===== src/rtl/mem_port_arbiter.sv =====
// Shares one DMEM port between the CPU MEM stage and a host; CPU wins until the host has waited MAX_WAIT cycles.
// Optional perf counters are built only when MEM_ARB_PERF_CNT_EN is defined.
module mem_port_arbiter #(
  parameter int unsigned MAX_WAIT = 8
) (
  input  logic        clk,
  input  logic        rst,
  input  logic        cpu_req,
  input  logic        cpu_we,
  input  logic [31:0] cpu_addr,
  input  logic [31:0] cpu_wdata,
  input  logic [4:0]  cpu_ctl,
  output logic [31:0] cpu_rdata,
  output logic        cpu_stall,
  input  logic        host_valid,
  input  logic        host_we,
  input  logic [31:0] host_addr,
  input  logic [31:0] host_wdata,
  input  logic [4:0]  host_ctl,
  output logic        host_ready,
  output logic        host_rvalid,
  output logic [31:0] host_rdata,
  output logic [31:0] mem_addr,
  output logic [31:0] mem_wdata,
  output logic        mem_we,
  output logic [4:0]  mem_ctl,
  input  logic [31:0] mem_rdata,
  output logic [31:0] perf_host_cnt,
  output logic [31:0] perf_stall_cnt
);

  typedef enum logic {IDLE, RESP} state_t;

  localparam logic [7:0] LP_MAX_WAIT = 8'(MAX_WAIT);

  state_t      r_state;
  state_t      w_state_nxt;
  logic [7:0]  r_wait_cnt;
  logic [7:0]  w_wait_nxt;
  logic [31:0] r_host_rdata;
  logic        w_accept;

  // rst masks acceptance so every combinational output falls back to a quiet CPU view
  assign w_accept = !rst && (r_state == IDLE) && host_valid &&
                    (!cpu_req || (r_wait_cnt == LP_MAX_WAIT));

  always_ff @(posedge clk) begin
    if (rst) begin
      r_state      <= IDLE;
      r_wait_cnt   <= 8'd0;
      r_host_rdata <= 32'd0;
    end else begin
      r_state    <= w_state_nxt;
      r_wait_cnt <= w_wait_nxt;
      if (w_accept && !host_we) begin
        r_host_rdata <= mem_rdata;
      end
    end
  end

  always_comb begin
    w_state_nxt = r_state;
    w_wait_nxt  = 8'd0;
    if (r_state == IDLE) begin
      if (w_accept) begin
        w_state_nxt = RESP;
      end
    end else begin
      w_state_nxt = IDLE;
    end
    if (host_valid && !w_accept) begin
      w_wait_nxt = (r_wait_cnt == LP_MAX_WAIT) ? r_wait_cnt : r_wait_cnt + 8'd1;
    end
  end

  assign host_ready  = w_accept;
  assign cpu_stall   = w_accept && cpu_req;
  assign host_rvalid = (r_state == RESP) && !rst;
  assign host_rdata  = r_host_rdata;
  assign cpu_rdata   = mem_rdata;

  assign mem_addr  = w_accept ? host_addr  : cpu_addr;
  assign mem_wdata = w_accept ? host_wdata : cpu_wdata;
  assign mem_ctl   = w_accept ? host_ctl   : cpu_ctl;
  assign mem_we    = !rst && (w_accept ? host_we : (cpu_req && cpu_we));

`ifdef MEM_ARB_PERF_CNT_EN
  logic [31:0] r_perf_host_cnt;
  logic [31:0] r_perf_stall_cnt;

  always_ff @(posedge clk) begin
    if (rst) begin
      r_perf_host_cnt  <= 32'd0;
      r_perf_stall_cnt <= 32'd0;
    end else begin
      if (w_accept) begin
        r_perf_host_cnt <= r_perf_host_cnt + 32'd1;
      end
      if (cpu_stall) begin
        r_perf_stall_cnt <= r_perf_stall_cnt + 32'd1;
      end
    end
  end

  assign perf_host_cnt  = r_perf_host_cnt;
  assign perf_stall_cnt = r_perf_stall_cnt;
`else
  assign perf_host_cnt  = 32'd0;
  assign perf_stall_cnt = 32'd0;
`endif

endmodule


===== config.mk =====
export PLATFORM = sky130hd
export DESIGN_NAME = mem_port_arbiter
export DESIGN_NICKNAME = d
export VERILOG_FILES = /design/src/rtl/mem_port_arbiter.sv
export SDC_FILE = /design/constraint.sdc
export NUM_CORES = 1
export LEC_CHECK = 0
export BUFFER_PORTS_ARGS = -buffer_cell sky130_fd_sc_hd__buf_4
export CAP_MARGIN = 5
export CORE_AREA = 5 5 144 146
export CTS_CLUSTER_DIAMETER = 40
export DETAILED_ROUTE_END_ITERATION = 8
export DIE_AREA = 0 0 149 151
export HOLD_SLACK_MARGIN = 0.03
export PLACE_DENSITY = 0.47
export SLEW_MARGIN = 20
export SYNTH_ARGS = -nofsm -noshare
export SYNTH_HDL_FRONTEND = slang
export SYNTH_SLANG_ARGS = --single-unit

===== constraint.sdc =====
create_clock -name clk -period 3.3 [get_ports clk]
set_input_delay 0.66 -clock clk [delete_from_list [all_inputs] [get_ports clk]]
set_output_delay 0.66 -clock clk [all_outputs]
set_load 0.05 [all_outputs]

## Word level (Yosys, flattened, before mapping)

Cells that the tools add are included.
Widths: inputs -> output; s select.

- Flip-flop bits (word level): 41
- Input port bits: 176
- Output and inout port bits: 201

- $add $sub $neg: 1
- Equal/unequal tests: 1
- Mux-type cells: 5
- Bitwise operators: 2
- Reductions and logical operators: 16

Operator list:

| kind | number |
|---|---|
| $mux 32 | 2 |
| $logic_and 1x1->1 | 9 |
| $add 8x1->8 const B | 1 |
| $eq 8x4->1 const B | 1 |
| $mux 5 | 1 |
| $logic_not 1->1 | 4 |
| $reduce_or 2->1 | 2 |
| $mux 1 | 2 |
| $not 1->1 | 2 |
| $logic_or 1x1->1 | 1 |

## Logic depth before layout (Yosys ltp)

Gate-level depths: netlist of the first run.

- Depth in word-level cells: 8
- Depth in mapped cells: 9
- Depth with buffers taken out: 7

## Worst setup path before layout of the first run

OpenSTA, ideal clock, no wires.

- Kind: input-to-output
- From: input rst
- To: output cpu_stall
- Data arrival time: 2.313 ns
- Required time: 2.640 ns
- Setup slack: 0.327 ns
- Stages on the path: 6
- Path buffers: 3
- Cell sequence: clkbuf_1 -> nand2b_1 -> or3_1 -> buf_6 -> buf_6 -> nor2_1

- Word-level cells in the longest chain between the ends: 5

Ends and longest elaborated chain:

| item | RTL line | source |
|---|---|---|
| from (decl) | 7 | `input logic rst,` |
| $logic_not 1->1 | 44 | `assign w_accept = !rst && (r_state == IDLE) && host_valid &&` |
| $logic_and 1x1->1 (3 in series) | 44 |  |
| $logic_and 1x1->1 | 77 | `assign cpu_stall = w_accept && cpu_req;` |
| to (decl) | 14 | `output logic cpu_stall,` |

Every way passes these cells.

## Final worst setup path of the first run

- From: register r_wait_cnt[0]
- To: output mem_wdata[28]

- Word-level cells in the longest chain between the ends: 4

Ends and longest elaborated chain:

| item | RTL line | source |
|---|---|---|
| from (decl) | 38 | `logic [7:0] r_wait_cnt;` |
| from (signal assigned) | 54 | `r_wait_cnt <= w_wait_nxt;` |
| $eq 8x4->1 | 45 | `(!cpu_req \|\| (r_wait_cnt == LP_MAX_WAIT));` |
| $logic_or 1x1->1 | 45 |  |
| $logic_and 1x1->1 | 44 |  |
| $mux 32 | 83 | `assign mem_wdata = w_accept ? host_wdata : cpu_wdata;` |
| to (decl) | 24 | `output logic [31:0] mem_wdata,` |

Every way passes these cells.

==> flow_summary.ini, run 1 <==
[run_status]
outcome = completed

[floorplanning]
rows = 51
die_h_um = 151
die_w_um = 149
pin_count = 377
initial_core_util = 0.183
core_region_area_um2 = 19300
dieArea_um2 = 22500

[worst_setup_path]
path_class = flop to primary output
r2r-end = host_rdata[9]
path_cells = inv_1 > ha_2 > nor4b_4 > a31oi_4 > or3_4 > buf_12 > mux2_4 > buf_4
start_kind = flop
cp_top_family = simple AND/OR/NAND/NOR gates
slowest_delay_ps = 450
reg2reg_from = r_wait_cnt[0]
required_ps = 2640
regToRegSetupSlack_ps = 1310
critical_path_buf_inv_count = 3
arrival_ps = 2530
r2r_cells = 7
crit_slowest_cell = or3_4
crit_path_end_kind = primary output
crit_fanout = 28

[power_and_ir_drop]
intPower_w = 0.00124
power_frac_clock = 0.275
power.switching_w = 0.000901
pwr-share-comb = 0.487
power.sequential.fraction = 0.239
power_density_nw_per_um2 = 365
vdd_drop_max_mv = 0.188
switching_share = 0.421
p_leak_nw = 3.05

[min_path]
worstHoldStart = host_rdata[4]
worstHoldEndpoint = host_rdata[4]
hp-class = flop to flop
hold_depth = 2

[sta]
fmax_mhz = 314
rsz0062_at_grt = no
drv_slew = 0
setup_viol = 0
worst_slack_ps = 111
finalHoldViolCount = 0
period_share = 0.966
min_period_ps = 3190
finClkSkew_ps = 4.80
fin_tns_setup_ps = 0

[clock_tree]
clk_latency_ps = 290
clkSinkCount = 41
h-tree-depth = 2
cts_tree = done
hold_buffers = 0
cts_buffers = 5
clockBufferDepth = 2
path_clk_slew_ps = 60
cts-root-buf = clkbuf_16

[placement]
port_buffers = 312
hpwlAfterDp_mm = 15.1
post-place-cells = 906
dpl_cell_area_um2 = 5690
pre_cts_slack_ps = 290
gp_congestion = 0.792

[yosys]
synth_most_common_cell = buf_4
synth-main-ff-cell = dfxtp_1
synth_seq_area_share = 0.233
ys_seq_elements = 41
yosys.area.top_type_share = 0.285
post_synth_main_area_contributors = mux2_4, dfxtp_1, buf_4
synth.distinct_cells = 30
synth_common_cells = buf_4, mux2_4, dfxtp_1, nand3_1
syn-cell-area_um2 = 3530
syn_avg_cell_area_um2 = 9.38
async_flop_share = 0
synth_edf_count = 0
synthCells = 376
yosys_warnings = 0
yosys.area.top_type = mux2_4

[route]
routed_via_density = 3.87
wl_mm = 17.9
drc = 0
drt-initial-drc-count = 113
final_antenna_net_count = 0
vias = 3538
wire_per_inst_um = 19.6
drtPass1Iterations = 4

[global_route]
first_global_vias = 3613
grt_max_degree = 35
grt_util_all_layers = 0.144
grt_remaining_overflow = 0
grt_antenna_before_repair = 1
grt_pass1_wl_mm = 24.1

[final_layout]
antenna_cells = 0
area_growth_pct = 66.6
final_cell_count_no_fill = 915
nets = 827
final_area_um2 = 5880
layout-drive-gt1-share = 0.626

[flow_run]
cap_violations = 0
worst reg2reg max path, delay by kind of cell (launching register included):
kind            cells  cell delay, ps
flops               1             360
simple gates        2             640
buf+inv             2             380
compound gates      2             360
fa+ha+maj           1             180
worst max-delay path by stage:
| stage | startpoint | to | slack (ps) | cells past startpoint |
|---|---|---|---|---|
| final | r_wait_cnt[0] | mem_wdata[28] | 110 | 8 |
| after detailed placement | r_wait_cnt[0] | mem_wdata[28] | 290 | 8 |
| after CTS | r_wait_cnt[0] | mem_we | 7 | 8 |
| after floorplan | rst | cpu_stall | 330 | 6 |
| after global routing | r_wait_cnt[1] | mem_ctl[4] | 4 | 8 |
| after global placement | r_wait_cnt[0] | mem_wdata[28] | 300 | 8 |
sequential cells by signal, indices dropped and copies added, names as in the netlist:
name and flops:
r_state 1, r_wait_cnt 8, host_rdata 32
layer usage:
layer / GRT usage / part of all wire / vias to the layer above
li1: - / - / 1685
met1: 0.198 / 0.45 / 1631
met2: 0.217 / 0.44 / 210
met3: 0.0548 / 0.11 / 10
met4: 0.0238 / 0.0076 / 2
met5: 0 / 0.00073 / -
power by group through the flow:
stage               registers (W)  clock network, W  logic, W
floorplan                0.000549                 0  0.000732
global placement         0.000522                 0   0.00105
detailed placement       0.000522                 0   0.00104
CTS                      0.000511          0.000605   0.00105
global route             0.000512          0.000627   0.00109
finish                   0.000511          0.000589   0.00104
through the flow:
stage / total power, W / hold WS, ps / utilization
2_1_floorplan: 0.00128 / 494 / -
3_3_place_gp: 0.00157 / 467 / 0.295
4_1_cts: 0.00216 / 480 / 0.304
6_report: 0.00214 / 479 / 0.305
5_1_grt: 0.00223 / 495 / 0.305
3_5_place_dp: 0.00157 / 472 / 0.295
repair_timing:
item | 4_1_cts | 5_1_grt
endpoints found under the setup margin | 47 | 59
gates resized for setup | 0 | 2
pin swaps | 1 | 1
buffers inserted | 0 | 1
cell type report:
class | count | area [um^2]
fillers | 2125 | 13400
repair buffers | 323 | 2450
inverters | 5 | 18.8
flip-flops and latches | 41 | 821
multi-input cells | 273 | 2080
clock buffers | 6 | 139
clock inverters | 2 | 37.5
well taps | 265 | 332
logic make-up (layout without fill, tap and decap cells):
family,Yosys count,after routing,share of synthesized area
buf+inv,125,336,0.253
mux,70,70,0.295
compound gates,67,67,0.0972
simple gates,63,63,0.0968
flops,41,41,0.233
xor+xnor,7,7,0.0174
fa+ha+maj,2,2,0.00709
other cells,1,64,0.00106
cells in the final DEF (no fill, tap or decap), drive strengths merged:
cell type / n
a21oi: 33
a31oi: 1
and2: 1
and3: 2
buf: 323
bufinv: 1
clkbuf: 6
clkinvlp: 1
conb: 64
dfxtp: 41
ha: 2
inv: 5
mux2: 70
nand2: 2
nand2b: 1
nand3: 35
nand4: 1
nor2: 9
nor2b: 1
nor3: 5
nor3b: 1
nor4b: 1
o21ai: 33
or3: 2
or3b: 1
or4b: 1
xnor2: 3
xor2: 4
Note: power is estimated with default switching activity, not from simulation.
==> inputs of run 2 (changes only) <==
--- a/config.mk
+++ b/config.mk
@@ -13,6 +13,7 @@
 export DIE_AREA = 0 0 149 151
 export HOLD_SLACK_MARGIN = 0.03
 export PLACE_DENSITY = 0.47
+export RECOVER_POWER = 25
 export SLEW_MARGIN = 20
 export SYNTH_ARGS = -nofsm -noshare
 export SYNTH_HDL_FRONTEND = slang
==> flow_summary.ini, run 2 (synthesis gave the netlist of run 1 again) <==
[run_status]
outcome = completed

[worst_setup_path]
reg2reg_from = r_wait_cnt[0]
crit_fanout = 28
r2r_cells = 7
regToRegSetupSlack_ps = 1310
required_ps = 2640
r2r-end = host_rdata[9]
start_kind = flop
arrival_ps = 2530
crit_path_end_kind = primary output
cp-startpoint = r_wait_cnt[0]
path_class = flop to primary output

[clock_tree]
clkSinkCount = 41
cts-root-buf = clkbuf_16
hold_buffers = 0
cts_buffers = 5
cts_tree = done
h-tree-depth = 2
path_clk_slew_ps = 60
clk_latency_ps = 290
clockBufferDepth = 2

[sta]
worst_slack_ps = 110
rsz0062_at_grt = no
fin_tns_setup_ps = 0
min_period_ps = 3190
finalHoldViolCount = 0
relSlewSlack = 0.526
setup_viol = 0
finClkSkew_ps = 4.75
fmax_mhz = 313
period_share = 0.967
drv_slew = 0
worst_pin_slew_ps = 714

[floorplanning]
die_h_um = 151
core_region_area_um2 = 19300
dieArea_um2 = 22500
rows = 51
initial_core_util = 0.183
pin_count = 377
die_w_um = 149

[min_path]
worstHoldEndpoint = host_rdata[29]
hold_depth = 2
hp-class = flop to flop
worstHoldStart = host_rdata[29]

[final_layout]
largest_register_ff_count = 32
antenna_cells = 0
final_area_um2 = 5720
nets = 827
final_common_cell = buf_4
layout-drive-gt1-share = 0.560
final_util = 0.297
area_growth_pct = 62.0
final_cell_count_no_fill = 915
mostFrequentLayoutCells = buf_4, mux2_4, conb_1

[global_route]
first_global_vias = 3613
met2_usage = 0.217
grt-busiest-layer = met2
grtUsageMet3 = 0.0548
grt_antenna_before_repair = 1
grt_max_degree = 35
grt_util_all_layers = 0.144
grt_pass1_wl_mm = 24.1
grt_remaining_overflow = 0
grtUsageMet1 = 0.198

[power_and_ir_drop]
vdd_drop_max_mv = 0.186
p_leak_nw = 2.87
power_density_nw_per_um2 = 373

[placement]
dpl_cell_area_um2 = 5690
post-place-cells = 906
pre_cts_slack_ps = 290
gp_congestion = 0.792
hpwlAfterDp_mm = 15.1
port_buffers = 312

[route]
vias = 3530
final_antenna_net_count = 0
drt-initial-drc-count = 105
wl_mm = 17.9
wire_per_inst_um = 19.5
drtPass1Iterations = 4
routed_via_density = 3.86
drc = 0

[flow_run]
cap_violations = 0
## run 2: cell types whose count changed in the layout (fill, tap and decap cells not counted)
cell and change:
buf_4 -43, clkbuf_1 +43
## run 2: final cells by class
type | count | area, um^2
Multi-Input combinational cell | 273 | 2080
Clock inverter | 2 | 37.5
Clock buffer | 6 | 139
Inverter | 5 | 18.8
Fill cell | 2150 | 13600
Sequential cell | 41 | 821
Timing Repair Buffer | 323 | 2290
Tap cell | 265 | 332
## run 2: power by group
| part | total [W] | switching [W] | internal (W) |
|---|---|---|---|
| Clock | 0.000589 | 0.000212 | 0.000378 |
| Sequential | 0.000511 | 0.00000616 | 0.000505 |
| Combinational | 0.00103 | 0.000683 | 0.000346 |
| Total | 0.00213 | 0.000901 | 0.00123 |
## run 2: per-layer routing
layer	wire, um	share of wire
met1	8070	0.45
met2	7820	0.44
met3	1830	0.10
met4	137	0.0077
met5	13	0.00073
## run 2: repair_timing
action,4_1_cts,5_1_grt
pin swaps,1,1
endpoints found under the setup margin,47,59
setup buffers,0,1
hold endpoints to repair,0,0
resized for setup,0,2
## run 2: how the worst max path moves through the flow
stage	slack [ps]	depth (start not counted)	endpoint
after floorplan	330	6	cpu_stall
after global placement	300	8	mem_wdata[28]
after detailed placement	290	8	mem_wdata[28]
after CTS	7	8	mem_we
after global routing	4	8	mem_ctl[4]
final	110	8	mem_wdata[28]
## run 2: worst max-delay path, cell delays in order (launching register included)
cell,delay [ps]
dfxtp_1,360
inv_1,80
ha_2,180
nor4b_4,280
a31oi_4,140
or3_4,450
buf_12,210
mux2_4,330
buf_4,200
## run 2: stage by stage
step / hold WS, ps / total power [W]
2_1_floorplan: 494 / 0.00128
3_3_place_gp: 467 / 0.00157
3_5_place_dp: 472 / 0.00157
4_1_cts: 480 / 0.00216
5_1_grt: 498 / 0.00221
6_report: 477 / 0.00213
